==> config.mk <==
export PLATFORM = sky130hd
export DESIGN_NAME = bus_burst_master
export DESIGN_NICKNAME = d
export VERILOG_FILES = /design/src/rtl/bus_burst_master.sv
export SDC_FILE = /design/constraint.sdc
export NUM_CORES = 1
export LEC_CHECK = 0
export CAP_MARGIN = 30
export CORE_UTILIZATION = 50
export CTS_CLUSTER_SIZE = 24
export DETAILED_ROUTE_END_ITERATION = 16
export PLACE_DENSITY = 0.81
export REMOVE_ABC_BUFFERS = 1
export SYNTH_ARGS = -nofsm -noshare
export SYNTH_HDL_FRONTEND = slang
export SYNTH_SLANG_ARGS = --single-unit
==> constraint.sdc <==
create_clock -name iClk -period 5.3 [get_ports iClk]
set_clock_uncertainty 0.2 [all_clocks]
set_input_delay 1.06 -clock iClk [delete_from_list [all_inputs] [get_ports iClk]]
set_output_delay 1.06 -clock iClk [all_outputs]
set_load 0.01 [all_outputs]
==> src/rtl/bus_burst_master.sv <==
`default_nettype none
// +--------------------------------------------------------------------------+
// | bus_burst_master                                                         |
// | Command-driven write/read burst generator with read-data pattern check.  |
// | Revision: 1.0                                                            |
// +--------------------------------------------------------------------------+
module bus_burst_master #(
    parameter int AW        = 12,
    parameter int DW        = 14,
    parameter int SW        = 4,
    parameter int LW        = 8,
    parameter int EW        = 8,
    parameter int ADDR_STEP = 4,
    parameter int WRAP_SIZE = 64,
    parameter int PAT_INC   = 1
) (
    input  logic          iClk,
    input  logic          iRst_n,

    input  logic          iCmdValid,
    output logic          oCmdReady,
    input  logic          iCmdWrite,
    input  logic [AW-1:0] iCmdAddr,
    input  logic [SW-1:0] iCmdSel,
    input  logic [LW-1:0] iCmdLen,
    input  logic [1:0]    iCmdMode,
    input  logic [3:0]    iCmdGap,
    input  logic [DW-1:0] iCmdSeed,

    output logic          oMstWrReq,
    output logic          oMstWrValid,
    output logic          oMstWrLast,
    output logic [AW-1:0] oMstWrAddr,
    output logic [SW-1:0] oMstWrSel,
    output logic [DW-1:0] oMstWrData,
    input  logic          iMstWrReady,

    output logic          oMstRdReq,
    output logic          oMstRdValid,
    output logic          oMstRdLast,
    output logic [AW-1:0] oMstRdAddr,
    output logic [SW-1:0] oMstRdSel,
    input  logic          iMstRdReady,
    input  logic [DW-1:0] iMstRdData,

    output logic [DW-1:0] oRdData,
    output logic          oRdDataValid,
    output logic [EW-1:0] oErrCnt,
    output logic [AW-1:0] oFirstErrAddr,
    output logic          oBusy,
    output logic          oDone
);

    localparam logic [2:0] S_IDLE  = 3'd0;
    localparam logic [2:0] S_BEAT  = 3'd1;
    localparam logic [2:0] S_GAP   = 3'd2;
    localparam logic [2:0] S_DRAIN = 3'd3;
    localparam logic [2:0] S_DONE  = 3'd4;

    localparam logic [1:0]    c_mode_fixed = 2'b01;
    localparam logic [1:0]    c_mode_wrap  = 2'b10;
    localparam logic [AW-1:0] c_addr_step  = AW'(ADDR_STEP);
    localparam logic [AW-1:0] c_wrap_mask  = AW'(WRAP_SIZE - 1);
    localparam logic [DW-1:0] c_pat_inc    = DW'(PAT_INC);
    localparam logic [EW-1:0] c_err_max    = '1;

    logic [2:0]    r_state;
    logic [2:0]    w_next_state;

    logic          r_write;
    logic [SW-1:0] r_sel;
    logic [LW-1:0] r_len;
    logic [1:0]    r_mode;
    logic [3:0]    r_gap;
    logic [LW-1:0] r_beat;
    logic [3:0]    r_gap_cnt;
    logic [AW-1:0] r_cur_addr;
    logic [DW-1:0] r_cur_data;

    logic          r_cap_pend;
    logic [AW-1:0] r_cap_addr;
    logic [DW-1:0] r_cap_exp;
    logic [DW-1:0] r_rd_data;
    logic          r_rd_valid;
    logic [EW-1:0] r_err_cnt;
    logic [AW-1:0] r_first_err_addr;

    logic          w_cmd_acc;
    logic          w_beat_ready;
    logic          w_beat_acc;
    logic          w_last;
    logic          w_rd_mismatch;
    logic [AW-1:0] w_incr_addr;
    logic [AW-1:0] w_next_addr;

    assign w_cmd_acc     = iCmdValid && (r_state == S_IDLE);
    assign w_beat_ready  = r_write ? iMstWrReady : iMstRdReady;
    assign w_beat_acc    = (r_state == S_BEAT) && w_beat_ready;
    assign w_last        = (r_beat == r_len);
    assign w_rd_mismatch = r_cap_pend && (iMstRdData != r_cap_exp);

    // Running address: WRAP keeps the window base and wraps only the low bits,
    // which equals the closed-form base | ((start + n*step) & mask).
    always_comb begin
        w_incr_addr = r_cur_addr + c_addr_step;
        case (r_mode)
            c_mode_fixed: w_next_addr = r_cur_addr;
            c_mode_wrap:  w_next_addr = (r_cur_addr & ~c_wrap_mask) | (w_incr_addr & c_wrap_mask);
            default:      w_next_addr = w_incr_addr;
        endcase
    end

    // State register
    always_ff @(posedge iClk or negedge iRst_n) begin
        if (!iRst_n) begin
            r_state <= S_IDLE;
        end else begin
            r_state <= w_next_state;
        end
    end

    // Next-state logic
    always_comb begin
        w_next_state = r_state;
        case (r_state)
            S_IDLE: begin
                if (w_cmd_acc) begin
                    w_next_state = S_BEAT;
                end
            end
            S_BEAT: begin
                if (w_beat_acc) begin
                    if (w_last) begin
                        w_next_state = r_write ? S_DONE : S_DRAIN;
                    end else if (r_gap != 4'd0) begin
                        w_next_state = S_GAP;
                    end
                end
            end
            S_GAP: begin
                if (r_gap_cnt == 4'd0) begin
                    w_next_state = S_BEAT;
                end
            end
            S_DRAIN: w_next_state = S_DONE;
            S_DONE:  w_next_state = S_IDLE;
            default: w_next_state = S_IDLE;
        endcase
    end

    // Command latch and beat sequencing
    always_ff @(posedge iClk or negedge iRst_n) begin
        if (!iRst_n) begin
            r_write    <= 1'b0;
            r_sel      <= '0;
            r_len      <= '0;
            r_mode     <= 2'b00;
            r_gap      <= 4'd0;
            r_beat     <= '0;
            r_gap_cnt  <= 4'd0;
            r_cur_addr <= '1;
            r_cur_data <= '0;
        end else begin
            if (w_cmd_acc) begin
                r_write    <= iCmdWrite;
                r_sel      <= iCmdSel;
                r_len      <= iCmdLen;
                r_mode     <= iCmdMode;
                r_gap      <= iCmdGap;
                r_beat     <= '0;
                r_cur_addr <= iCmdAddr;
                r_cur_data <= iCmdSeed;
            end else if (w_beat_acc && !w_last) begin
                r_beat     <= r_beat + 1'b1;
                r_cur_addr <= w_next_addr;
                r_cur_data <= r_cur_data + c_pat_inc;
                r_gap_cnt  <= r_gap - 4'd1;
            end else if (r_state == S_GAP) begin
                r_gap_cnt  <= r_gap_cnt - 4'd1;
            end
        end
    end

    // Read return path: the beat accepted at one edge returns its data at the
    // next edge, so the expected value and address travel one stage behind.
    always_ff @(posedge iClk or negedge iRst_n) begin
        if (!iRst_n) begin
            r_cap_pend       <= 1'b0;
            r_cap_addr       <= '0;
            r_cap_exp        <= '0;
            r_rd_data        <= '0;
            r_rd_valid       <= 1'b0;
            r_err_cnt        <= '0;
            r_first_err_addr <= '0;
        end else begin
            r_cap_pend <= w_beat_acc && !r_write;
            r_rd_valid <= r_cap_pend;
            if (w_beat_acc) begin
                r_cap_addr <= r_cur_addr;
                r_cap_exp  <= r_cur_data;
            end
            if (r_cap_pend) begin
                r_rd_data <= iMstRdData;
            end
            if (w_cmd_acc) begin
                r_err_cnt        <= '0;
                r_first_err_addr <= '0;
            end else if (w_rd_mismatch) begin
                if (r_err_cnt == '0) begin
                    r_first_err_addr <= r_cap_addr;
                end
                if (r_err_cnt != c_err_max) begin
                    r_err_cnt <= r_err_cnt + 1'b1;
                end
            end
        end
    end

    // Output decode: only the channel selected by the command is driven
    always_comb begin
        oMstWrReq     = 1'b0;
        oMstWrValid   = 1'b0;
        oMstWrLast    = 1'b0;
        oMstWrAddr    = '1;
        oMstWrSel     = '0;
        oMstWrData    = '0;
        oMstRdReq     = 1'b0;
        oMstRdValid   = 1'b0;
        oMstRdLast    = 1'b0;
        oMstRdAddr    = '1;
        oMstRdSel     = '0;
        oCmdReady     = (r_state == S_IDLE);
        oBusy         = (r_state != S_IDLE);
        oDone         = (r_state == S_DONE);
        oRdData       = r_rd_data;
        oRdDataValid  = r_rd_valid;
        oErrCnt       = r_err_cnt;
        oFirstErrAddr = r_first_err_addr;
        if ((r_state == S_BEAT) || (r_state == S_GAP)) begin
            if (r_write) begin
                oMstWrReq   = 1'b1;
                oMstWrValid = (r_state == S_BEAT);
                oMstWrLast  = (r_state == S_BEAT) && w_last;
                oMstWrAddr  = r_cur_addr;
                oMstWrSel   = r_sel;
                oMstWrData  = r_cur_data;
            end else begin
                oMstRdReq   = 1'b1;
                oMstRdValid = (r_state == S_BEAT);
                oMstRdLast  = (r_state == S_BEAT) && w_last;
                oMstRdAddr  = r_cur_addr;
                oMstRdSel   = r_sel;
            end
        end
    end

endmodule
`default_nettype wire
; ---- Yosys cells after proc, flatten, opt, wreduce, memory -nomap -nowiden
; Index checks and enable logic that the tools add are counted.
[totals]
regBits = 122
in_bits = 64
out_inout_bits = 90
[classes]
n_addsub = 6
n_eq_ne = 14
muxes = 45
n_bitwise = 2
n_reduce_logical = 24
[ops]
columns = operator, count
row1 = $mux W12, 9
row2 = $mux W14, 4
row3 = $mux W8, 5
row4 = $mux W4, 6
row5 = $pmux W12 S2, 1
row6 = $mux W3, 6
row7 = $add A8 B1 Y8 const B, 2
row8 = $add A14 B1 Y14 const B, 1
row9 = $ne A14 B14 Y1, 1
row10 = $mux W1, 13
row11 = $add A12 B3 Y12 const B, 1
row12 = $or A12 B6 Y12, 1
row13 = $pmux W3 S4, 1
row14 = $reduce_bool A2 Y1, 5
row15 = $eq A8 B8 Y1, 1
row16 = $logic_not A8 Y1, 1
row17 = $ne A8 B8 Y1 const B, 1
row18 = $reduce_and A2 Y1, 4
row19 = $sub A4 B1 Y4 const B, 2
row20 = $eq A3 B2 Y1 const B, 2
row21 = $logic_and A1 B1 Y1, 6
row22 = $ne A2 B2 Y1 const B, 3
row23 = $logic_not A4 Y1, 1
row24 = $reduce_and A4 Y1, 1
row25 = other kinds (12), 13

; ---- Longest topological paths before layout
; Gate-level depths: netlist (run 1).
[depth]
depth_word = 5
mapped_depth = 11

; ---- Worst setup path after synthesis (run 1)
; No wires, ideal clock.
[synth_path]
path_type = input to register
startpoint = input iMstRdReady
endpoint = register r_gap_cnt[2]
setup_ps = 77
arrival_ps = 2678
path_slack_ps = 2344
stages = 10
cell_sequence = nor2b_1 -> o21ai_4 -> a21oi_4 -> buf_6 -> buf_6 -> mux2i_1 -> ha_1 -> nand2_1 -> xor2_1 -> a21oi_1
[synth_via]
elab_chain_cells = 5
word_cells_on_any_way = 6
[synth_rtl]
columns = element, line
row1 = "start, declared", 43  ; input logic iMstRdReady,
row2 = $mux W1 *, 97  ; assign w_beat_ready = r_write ? iMstWrReady : iMstRdReady;
row3 = $logic_and A1 B1 Y1 *, 98  ; assign w_beat_acc = (r_state == S_BEAT) && w_beat_ready;
row4 = $logic_and A1 B1 Y1 *, 173  ; end else if (w_beat_acc && !w_last) begin
row5 = $reduce_bool A2 Y1 (no source line), --
row6 = $reduce_and A2 Y1 (no source line), --
row7 = "end signal, assigned", 177  ; r_gap_cnt <= r_gap - 4'd1;
row8 = "end signal, assigned", 179  ; r_gap_cnt <= r_gap_cnt - 4'd1;
row9 = "end, declared", 76  ; logic [3:0] r_gap_cnt;
; Mark *: on every way between the ends. The rest lies on a longest branch, timed or not.
; A chain may end at the register's enable or synchronous reset.

; ---- Worst setup path in the final report (run 1)
[layout_path]
startpoint = register r_state[1]
endpoint = output oMstRdSel[1]
[layout_via]
elab_chain_cells = 3
word_cells_on_any_way = 4
[layout_rtl]
columns = element, line
row1 = "start, declared", 67  ; logic [2:0] r_state;
row2 = "start signal, assigned", 118  ; r_state <= w_next_state;
row3 = $eq A3 B1 Y1 or $eq A3 B2 Y1 (tied branches), 239  ; if ((r_state == S_BEAT) || (r_state == S_GAP)) begin
row4 = $logic_or A1 B1 Y1 *, 239
row5 = $mux W4 *, 239
row6 = "end, declared", 42  ; output logic [SW-1:0] oMstRdSel,
; Marks and branches as above.

==> metrics, run 1 <==
required time of the worst setup path=4040 ps; headroom to the max-slew limit=29.1%; dpl ws=1350 ps; Setup CP Type=register to output port; pin count of the biggest net entering global routing=68; Slowest cell on crit path=and2b_1; Final Slew Violations=0; Global Route Usage Sum=26.1%; dpl cells=902; Final Critical Period=4350 ps; Sw Share=around 37%; EDFF count, synth=0; Placed Area=7740 µm²; Final Cycle Share=82.1%; CTS tree=yes; global-route wire length before repair=about 26000 µm; #FFs+latches synth=approximately 120; Num CTS Buffers=17; Reg clk slew, reported paths=50 ps; leading area contributor after synthesis=dfrtp_1; ys async rst share=100%; Synth top area share=44.9%; worst hold path class=register to register; Die Wd=between 100 and 150 µm; Post-DP HPWL=11100 µm; routability cong.=0.871; Logic pwr share=41.3%; Detail Route Antenna Nets=0; Antenna Cells=0; htree depth=4; worst slew pin tran=1060 ps; Vias=5215; footprint of the multi-input gates=2880 µm²; # resized after CTS=0; fmax=approximately 0.23 GHz; status=finished, final reports clean; drt wl/cell=17.2 µm; post-route insts no fill=933; reported leakage power=roughly 3.6 nW; cell family with most CP delay=simple AND/OR/NAND/NOR gates; Cell Rows=40; Clk pwr share=between 20% and 30%; Post-CTS Setup Bufs=0; CTS root buf=clkbuf_16; Sw Pwr=approximately 1.8 mW; power per cell area=approximately 600 nW/µm²; Core ar.=about 12000 µm²; top area cells in the synthesized netlist=dfrtp_1 45%, nand2_1 8.9%, dfstp_2 5.1%; top-count cell post-synth=nand2_1; GRT overflow=0; synthesized area=6130 µm²; Starting DRT DRC Count=262; die area=12700 µm²; CP Capture Type=output port; CTS Sinks=122; RSZ-0062 raised after global routing=false; input/output buffers=153; Worst Setup Start Kind=register; register share of total power=~36%; worst-case clock buffer depth=2; Layout Area Growth over Synthesis=35.6%; Reg2Reg Setup Slack=2000 ps; Pre-antenna DRT Iters=5; drt drc=0; CP Data Arrival Time=3090 ps; Vias/cell=5.59; FF+latch area=3070 µm²; Fill cells=899; fin nets=roughly 840; Post-synth top flop=dfrtp_1; io pins=about 150; # setup viols final=0; slack of the critical path=approximately 950 ps; Hold Buf Count CTS=0; vias in the first global route=between 5000 and 6000; Synth top cells by count=146 x nand2_1, 110 x dfrtp_1, 31 x nand2b_1; Critical Path, Cell by Cell=nand2b_1 > a21oi_1 > and2b_1 > and2_1 > clkdlybuf4s50_1; final hold violations=0; initial antenna violation count=0; layout cells sized above 1=11.6%; Die Ht=113 µm; CP max FO=17; slowest stage delay, CP=600 ps; Buf/Inv on CP=1; number of synthesis warnings=0; maximum VDD drop=about 0.24 mV; worst skew pair latency=410 ps; max_cap viols=0; Post-Synthesis Cells=626; Avg Inst Size Synth=9.80 µm²; post-synth cell types=54; wirelength, routed=16100 µm; register area share after synthesis=between 50% and 60%; design area=between 8000 and 9000 µm²; P_int=3.11 mW; Starting Density=51.3%; setup TNS=0 ps
-- state kept, by name (all words and copies together), names as in the netlist --
register       count
oFirstErrAddr     12
r_beat             8
r_len              8
r_cap_exp         14
r_state            3
r_cap_pend         1
r_gap              4
oRdDataValid       1
r_mode             2
r_cur_data        14
r_sel              4
r_cap_addr        12
r_gap_cnt          4
oErrCnt            8
oRdData           14
r_write            1
r_cur_addr        12
-- power by group through the flow --
stage               clock, mW  combinational [mW]  sequential (mW)
global placement            0                1.97             1.76
global route             1.18                2.23             1.83
detailed placement          0                2.04             1.78
finish                   1.12                2.04             1.78
floorplan                   0                1.13             1.70
CTS                      1.13                2.05             1.77
-- worst paths after layout --
path,from,end,cells past startpoint
min in group asynchronous,iRst_n,r_sel[2],1
min,r_cur_addr[1],r_cur_addr[1],2
max reg2reg,r_write,r_gap_cnt[2],8
min reg2reg,r_cur_addr[1],r_cur_addr[1],2
max in group asynchronous,iRst_n,r_gap_cnt[2],2
max,r_state[1],oMstRdSel[1],5
-- cells by family (layout without fill, tap and decap cells) --
family          Yosys count  after routing  synth area share (%)
compound gates           66             66                  7.57
xor+xnor                 51             51                  7.28
fa+ha+maj                 6              6                  1.22
buf+inv                  39            199                  3.18
flops                   122            122                  50.0
mux                      30             30                  5.45
simple gates            312            312                  25.3
-- layout make-up --
type | count | share of cell area, %
clock buffer | 19 | 5.45
clock inverter | 12 | 1.50
inverter | 9 | 0.406
multi-input combinational | 465 | 34.6
sequential | 122 | 36.9
tap | 147 | 2.21
timing repair buffer | 159 | 18.9
-- worst register-to-register path, cell delays in order (launching register included) --
cell and delay [ps]:
dfrtp_1 860, and2_1 380, o21ai_4 280, a21oi_4 630
mux2i_1 290, ha_1 210, nand2_1 70, xor2_1 140
a21oi_1 80
-- cell usage in the layout (no fill, tap or decap), types with 3 or more instances in the layout --
| master | n |
|---|---|
| a21oi_1 | 11 |
| nand4_1 | 14 |
| nand2b_1 | 31 |
| mux2i_1 | 3 |
| clkbuf_16 | 17 |
| clkinvlp_4 | 3 |
| xnor2_1 | 24 |
| and2_1 | 9 |
| clkinv_2 | 5 |
| nor3_1 | 6 |
| a22o_1 | 12 |
| nor4_2 | 3 |
| nor2b_1 | 3 |
| o21ai_0 | 10 |
| buf_4 | 7 |
| mux2_2 | 27 |
| nor2_1 | 28 |
| dfrtp_1 | 110 |
| inv_1 | 9 |
| nor4_1 | 7 |
| o211ai_1 | 5 |
| and4_1 | 3 |
| nand2_1 | 146 |
| o21ai_1 | 10 |
| clkdlybuf4s50_1 | 152 |
| o311ai_1 | 4 |
| ha_1 | 6 |
| a31oi_1 | 3 |
| dfstp_2 | 12 |
| and3_1 | 27 |
| xor2_1 | 27 |
| nand3_1 | 19 |
| or3_1 | 3 |
-- metrics by stage --
| stage | total power, mW | util [%] | hold slack (ps) |
|---|---|---|---|
| floorplan | 2.83 | - | 247 |
| global placement | 3.73 | 64.7 | 264 |
| detailed placement | 3.82 | 64.7 | 270 |
| CTS | 4.96 | 69.5 | 278 |
| global route | 5.24 | 69.5 | 303 |
| finish | 4.95 | 69.5 | 278 |
-- layer usage --
| metal | part of all wire, % | up-vias | global-route usage, % | wire length, µm |
|---|---|---|---|---|
| met1 | 42 | 2565 | 33.1 | 6740 |
| met2 | 51 | 195 | 44.8 | 8210 |
| met5 | 0 | - | 0 | 0 |
| met4 | 1.8 | 0 | 10.1 | 293 |
| li1 | - | 2431 | - | - |
| met3 | 5.1 | 24 | 4.39 | 814 |
(Power assumes the default switching activity.)
==> run 2, diff against run 1 <==
- CORE_UTILIZATION: 50 -> 45
- PLACE_DENSITY: 0.81 -> 0.77
- clock period: 5.3 -> 3.92 ns (I/O delays scaled with it)
==> metrics, run 2 (synthesis gave the netlist of run 1 again) <==
wirelength, routed=15900 µm (was 16100 µm); Global Route Usage Sum=24.2% (was 26.1%); CTS tree=yes (unchanged); CTS root buf=clkbuf_16 (unchanged); reported leakage power=3.66 nW (was 3.62 nW); GRT overflow=0 (unchanged); Post-DP HPWL=11200 µm (was 11100 µm); status=finished, final reports clean (unchanged); dpl cells=937 (was 902); worst-case clock buffer depth=2 (unchanged); layout cells sized above 1=12.0% (was 11.6%); Final Slew Violations=0 (unchanged); max_cap viols=0 (unchanged); setup TNS=0 ps (unchanged); Vias=5130 (was 5215); R2R depth=8 (unchanged); r2r startpoint=r_beat[2] (was r_write); Num CTS Buffers=17 (unchanged); initial antenna violation count=0 (unchanged); most frequent standard cell in the layout excluding fill and tap cells=clkdlybuf4s50_1 (unchanged); Vias/cell=5.29 (was 5.59); CP max FO=13 (was 17); CTS Sinks=122 (unchanged); RSZ-0062 raised after global routing=false (unchanged); Final Critical Period=between 3000 and 4000 ps; input/output buffers=153 (unchanged); power per cell area=799 nW/µm² (was 595 nW/µm²); Pre-antenna DRT Iters=4 (was 5); Fin Hold WS=207 ps (was 278 ps); worst skew pair latency=420 ps (was 410 ps); post-route insts no fill=969 (was 933); required time of the worst setup path=2940 ps (was 4040 ps); CP Data Arrival Time=2710 ps (was 3090 ps); Worst Setup Start Kind=register (unchanged); Routed met2 length=7940 µm (was 8210 µm); Reg2Reg Setup Slack=1200 ps (was 2000 ps); pin count of the biggest net entering global routing=70 (was 68); worst slew pin tran=778 ps (was 1060 ps); Reg clk slew, reported paths=50 ps (about the same); Detail Route Antenna Nets=0 (unchanged); worst hold path class=input port to asynchronous set/reset pin (was register to register); Final Cycle Share=between 90 and 100%; final hold violations=0 (unchanged); Die Wd=119 µm (was 113 µm); htree depth=4 (unchanged); Die Ht=119 µm (was 113 µm); Setup CP Type=register to output port (unchanged); io pins=154 (unchanged); wl on met1=6700 µm (was 6740 µm); Core ar.=13200 µm² (was 12000 µm²); most frequent cells in the layout=152 x clkdlybuf4s50_1, 146 x nand2_1, 110 x dfrtp_1 (unchanged); Starting Density=46.3% (was 51.3%); drt wl/cell=16.4 µm (was 17.2 µm); fin nets=850 (was 844); FF-to-FF End=r_gap_cnt[2] (unchanged); CP Capture Type=output port (unchanged); DR top layer=met4 (unchanged); DR WL met3=774 µm (was 814 µm); Layout Area Growth over Synthesis=37.0% (was 35.6%); Starting DRT DRC Count=243 (was 262); Antenna Cells=0 (unchanged); Tot Pwr=6.71 mW (was 4.95 mW); Cell Rows=42 (was 40); # setup viols final=0 (unchanged); vias in the first global route=5236 (was 5166); routability cong.=0.820 (was 0.871); headroom to the max-slew limit=48.1% (was 29.1%); drt drc=0 (unchanged); Final Util=63.5% (was 69.5%); fmax=0.271 GHz; global-route wire length before repair=26200 µm (was 25800 µm); maximum VDD drop=0.405 mV (was 0.241 mV); die area=14100 µm² (was 12700 µm²)
## run 2: cell count changes in the layout (fill, tap and decap cells not counted), sizes merged
cell / previous run / this run
buf: 7 / 13
clkinv: 7 / 5
clkinvlp: 3 / 1
clkbuf: 19 / 24
## run 2: routing by layer
layer / up-vias / GRT usage (%)
met5: - / 0
met4: 0 / 12.1
met3: 35 / 5.55
met2: 150 / 40.8
met1: 2494 / 29.0
li1: 2451 / -
## run 2: cell type report
| class | count | area [µm²] |
|---|---|---|
| multi-input cells | 465 | 2880 |
| repair buffers | 165 | 1630 |
| clock inverters | 8 | 92.6 |
| well taps | 176 | 220 |
| fillers | 1115 | 4840 |
| clock buffers | 24 | 482 |
| flip-flops and latches | 122 | 3070 |
| inverters | 9 | 33.8 |
## run 2: how the worst max path moves through the flow
stage | cells after the start | end | startpoint
floorplan | 4 | oFirstErrAddr[0] | iCmdValid
CTS | 6 | oMstRdSel[2] | r_state[1]
global placement | 6 | oMstRdSel[2] | r_state[1]
detailed placement | 6 | oMstRdSel[2] | r_state[1]
finish | 5 | oMstWrReq | r_state[1]
global route | 5 | oMstWrReq | r_state[1]
## run 2: per-stage QoR
| step | instance area, µm² | setup WS [ps] |
|---|---|---|
| finish | 8410 | 227 |
| global route | 8410 | 26.9 |
| CTS | 8400 | 50.2 |
| detailed placement | 7830 | 524 |
| global placement | 7830 | 630 |
| floorplan | 5970 | -38.2 |
## run 2: repair_timing
| item | 4_1_cts | 5_1_grt |
|---|---|---|
| gates resized for setup | 0 | 1 |
| hold buffers | 0 | 0 |
| hold endpoints to repair | 0 | 0 |
| buffers inserted | 0 | 0 |
| endpoints found under the setup margin | 0 | 4 |
## run 2: worst max-delay path, cell delays in order (launching register included)
cell and delay (ps):
dfrtp_1 560, nand2b_1 170, a21oi_1 250, buf_4 180, and2_1 480, clkdlybuf4s50_1 640
## run 2: power by group
part | leakage (nW) | internal [mW] | total [mW] | switching [mW]
Clock | 0.284 | 0.978 | 1.51 | 0.531
Combinational | 1.85 | 1.45 | 2.83 | 1.38
Sequential | 1.52 | 1.84 | 2.38 | 0.532
Total | 3.66 | 4.27 | 6.71 | 2.45
==> run 3, diff against run 2 <==
- RECOVER_POWER: unset -> 25
==> metrics, run 3 (synthesis gave the netlist of run 1 again) <==
Cell Rows=42 (unchanged); final hold violations=0 (unchanged); Final Critical Period=3710 ps (was 3690 ps); Detail Route Antenna Nets=0 (unchanged); pin count of the biggest net entering global routing=70 (unchanged); worst slew pin tran=2950 ps (was 778 ps); CTS root buf=clkbuf_16 (unchanged); drt drc=0 (unchanged); Global Route Usage Sum=24.2% (unchanged); CTS Sinks=122 (unchanged); max_cap viols=1 (was 0); Num CTS Buffers=17 (unchanged); r2r startpoint=r_beat[2] (unchanged); Die Ht=119 µm (unchanged); Sw Pwr=2.45 mW (about the same); # resized after CTS=0 (unchanged); Core ar.=13200 µm² (unchanged); RSZ-0062 raised after global routing=false (unchanged); CP Data Arrival Time=2730 ps (was 2710 ps); worst hold path class=register to register (was input port to asynchronous set/reset pin); Layout Area Growth over Synthesis=36.9% (was 37.0%); global-route wire length before repair=26200 µm (unchanged); footprint of the multi-input gates=2880 µm² (unchanged); Final Slew Violations=54 (was 0); Sw Share=36.5% (was 36.4%); die area=14100 µm² (unchanged); Reg clk slew, reported paths=50 ps (about the same); # setup viols final=0 (unchanged); Worst Setup Start Kind=register (unchanged); reported leakage power=3.65 nW (was 3.66 nW); Reg2Reg Setup Slack=1200 ps (about the same); Slowest cell on crit path=clkdlybuf4s50_1 (unchanged); initial antenna violation count=0 (unchanged); GRT overflow=0 (unchanged); FF+latch area=3070 µm² (unchanged); dpl ws=524 ps (unchanged); Pre-antenna DRT Iters=4 (unchanged); htree depth=4 (unchanged); most frequent cells in the layout=152 x clkdlybuf4s50_1, 146 x nand2_1, 110 x dfrtp_1 (unchanged); failing checks=capacitance limit, slew limit; post-route insts no fill=969 (unchanged); Post-DP HPWL=11200 µm (unchanged); fin nets=850 (unchanged); Critical Path, Cell by Cell=nand2b_1 > a21oi_1 > buf_4 > and2_1 > clkdlybuf4s50_1 (unchanged); worst-case clock buffer depth=2 (unchanged); routability cong.=0.820 (unchanged); Hold Buf Count CTS=0 (unchanged); WHS Endpoint=r_cur_addr[1]; io pins=154 (unchanged); P_int=4.27 mW (about the same); Post-CTS Setup Bufs=0 (unchanged); Vias/cell=5.34 (was 5.29); layout cells sized above 1=11.7% (was 12.0%); wirelength, routed=16000 µm (was 15900 µm); Starting DRT DRC Count=240 (was 243); vias in the first global route=5236 (unchanged); Min-Delay Path Depth=2; Setup CP Type=register to output port (unchanged); Fin Hold WS=287 ps (was 207 ps); slowest stage delay, CP=650 ps (was 640 ps); Clk pwr share=22.5% (about the same); cell family with most CP delay=buffers and inverters (unchanged); Hold Startpoint=r_cur_addr[1]; CTS tree=yes (unchanged); dpl cells=937 (unchanged); headroom to the max-slew limit=-96.5% (was 48.1%); CP max FO=13 (unchanged); power per cell area=800 nW/µm² (was 799 nW/µm²); Tot Pwr=6.72 mW (was 6.71 mW); Logic pwr share=42.1% (about the same); drt wl/cell=16.5 µm (was 16.4 µm); Antenna Cells=0 (unchanged); required time of the worst setup path=2940 ps (about the same); input/output buffers=153 (unchanged); Final Cycle Share=94.6% (was 94.2%); maximum VDD drop=0.405 mV (about the same); CP Capture Type=output port (unchanged); status=finished, violations left (was finished, final reports clean); FF-to-FF End=r_gap_cnt[2] (unchanged); worst skew pair latency=420 ps (about the same); Fill cells=1116 (was 1115); Starting Density=46.3% (unchanged); Vias=5174 (was 5130); crit path from=r_state[1] (unchanged); Buf/Inv on CP=2 (unchanged); most frequent standard cell in the layout excluding fill and tap cells=clkdlybuf4s50_1 (unchanged); Die Wd=119 µm (unchanged); slack of the critical path=211 ps (was 227 ps); fmax=0.270 GHz (was 0.271 GHz); register share of total power=35.4% (about the same); R2R depth=8 (unchanged)
## run 3: cell count changes in the layout (fill, tap and decap cells not counted)
| cell | before | now |
|---|---|---|
| and2_0 | 0 | 1 |
| and2_1 | 9 | 8 |
| clkbuf_1 | 4 | 6 |
| buf_4 | 12 | 10 |
## run 3: worst reg2reg max path: stages, from the launching register on
cell and delay, ps:
dfrtp_1 440, xnor2_1 230, nand4_1 210, o21ai_2 660, mux2i_1 300, ha_1 220
nand2_1 80, xor2_1 140, a21oi_1 80
## run 3: per-stage QoR
step / setup TNS (ps) / util [%] / instance area [µm²]
after floorplan: -459 / - / 5970
after global placement: 0 / 59.1 / 7830
after detailed placement: 0 / 59.1 / 7830
final: 0 / 63.4 / 8400
after global routing: 0 / 63.4 / 8400
after CTS: 0 / 63.5 / 8400
## run 3: metal layers
layer	part of all wire [%]	vias up	global-route usage [%]
li1	-	2450	-
met1	43	2523	29.0
met2	49	166	40.8
met3	4.7	35	5.55
met4	3.2	0	12.1
met5	0	-	0
## run 3: area by class of cell
cell class                      count  share of cell area, %
Clock inverter                      8                   1.10
Multi-Input combinational cell    465                   34.3
Clock buffer                       24                   5.74
Tap cell                          176                   2.62
Timing Repair Buffer              165                   19.3
Inverter                            9                  0.402
Sequential cell                   122                   36.5
## run 3: worst max-delay path by stage
stage,cells after the start,slack (ps),to
CTS,6,50,oMstRdSel[2]
global route,5,30,oMstWrReq
finish,5,210,oMstWrReq
detailed placement,6,520,oMstRdSel[2]
global placement,6,630,oMstRdSel[2]
floorplan,4,-40,oFirstErrAddr[0]
## run 3: power groups by stage
stage | Clock, mW | Combinational, mW | Sequential [mW]
2_1_floorplan | 0 | 1.52 | 2.30
3_3_place_gp | 0 | 2.74 | 2.35
3_5_place_dp | 0 | 2.83 | 2.39
4_1_cts | 1.54 | 2.85 | 2.38
5_1_grt | 1.59 | 3.09 | 2.45
6_report | 1.51 | 2.83 | 2.38
==> edit, RTL diff (config.mk and constraints of run 3) <==
Reset style: synchronous (`iRst_n`), changed in 3 clocked blocks.
--- a/src/rtl/bus_burst_master.sv
+++ b/src/rtl/bus_burst_master.sv
@@ -113,3 +113,3 @@
     // State register
-    always_ff @(posedge iClk or negedge iRst_n) begin
+    always_ff @(posedge iClk) begin
         if (!iRst_n) begin
@@ -151,3 +151,3 @@
     // Command latch and beat sequencing
-    always_ff @(posedge iClk or negedge iRst_n) begin
+    always_ff @(posedge iClk) begin
         if (!iRst_n) begin
@@ -185,3 +185,3 @@
     // next edge, so the expected value and address travel one stage behind.
-    always_ff @(posedge iClk or negedge iRst_n) begin
+    always_ff @(posedge iClk) begin
         if (!iRst_n) begin
Function: differs if iRst_n is asserted again (counterexample within 4 cycles, from zero or initial values and one cycle with iRst_n low); with iRst_n held inactive, the same outputs for 4 cycles.
==> edit against run 3 <==
- the run still ends with capacitance limit, slew limit left
- sequential cell count did not move
- die area shrank 2.1%
- routed wire length grew 4.2%
- first-iteration DRC count grew 110%
- synthesized area decreased by 2.1%
- worst setup slack better by 0.21 ns
- design area down 2.6%
Power is not compared: it rests on default switching activity, and its combinational part moved more than twofold at a synthesized area within 25%.
==> edit: results (changes against run 3) <==
metric	value	unit	change
vias in the first global route	5356		was 5236
multi-input gate count	555		was 465
Iteration-0 DRC Markers	499		was 240
Slew Limit Fails	35		was 54
met3 wire length	1110	um	was 750 um
Arrival @ worst endpoint	3.60	ns	was 2.73 ns
DR vias/cell	5.46		was 5.34
Yosys cell types	56		was 54
drt total wl	16700	um	was 16000 um
Crit-path slowest cell	clkbuf_1		was clkdlybuf4s50_1
clock-cell share of area	0.0644		was 0.0684
Mapped Cells	747		was 626
failing checks	capacitance limit, slew limit		unchanged
Final #Nets	953		was 850
grt met2 use	0.390		was 0.408
HPWL after detailed placement	11400	um	was 11200 um
Final Util	0.638		was 0.634
RD Place Congestion	0.872		was 0.820
status	finished, violations left		unchanged
top cells by area, synth	dfxtp_1 (41%), nand2_1 (7.5%), a21oi_1 (6.3%)		was dfrtp_1 (45%), nand2_1 (8.9%), dfstp_2 (5.1%)
Async SR Flop Fraction	0		was 1.00
worst slew pin tran	1.60	ns	was 2.95 ns
post-detailed-route wirelength per cell	15.6	um	was 16.5 um
Seq area share	0.299		was 0.365
largest net degree at the start of global routing	35		was 70
share of layout cells above drive strength 1	0.0604		was 0.117
clock buffer count	28		was 24
# fillers	1137		was 1116
maxcap violations	1		unchanged
register area share after synthesis	0.407		was 0.500
GRT met3 Usage	0.0615		was 0.0555
edit: cell types whose count changed after synthesis, moves of 15 or more:
cell	before	now
a21oi_1	11	76
and3_1	27	5
o31ai_1	1	16
o21ai_0	10	35
dfxtp_1	0	122
dfrtp_1	110	0
clkbuf_1	12	39
and2_1	9	27
nand2_1	146	120
mux2_2	27	1
edit: where the power goes:
part           switching [uW]  internal (uW)  total [uW]
logic                     367            309         677
registers                 106           1330        1440
clock network             516            882        1400
total                     989           2520        3510
edit: final timing paths:
path	slack [ns]	to	cells past startpoint	startpoint
min	0.25	r_cap_addr[0]	2	r_cap_addr[0]
min reg2reg	0.25	r_cap_addr[0]	2	r_cap_addr[0]
max reg2reg	0.56	r_cur_addr[7]	6	r_state[0]
max	0.43	r_cur_addr[7]	7	iMstWrReady
edit: kinds of logic after synthesis:
group,synth area share
multiplexers,0.0302
AO/OA/AOI/OAI,0.166
XOR/XNOR,0.0627
adder cells (fa/ha/maj),0.0125
AND/OR/NAND/NOR,0.271
buffers and inverters,0.0509
flip-flops,0.407
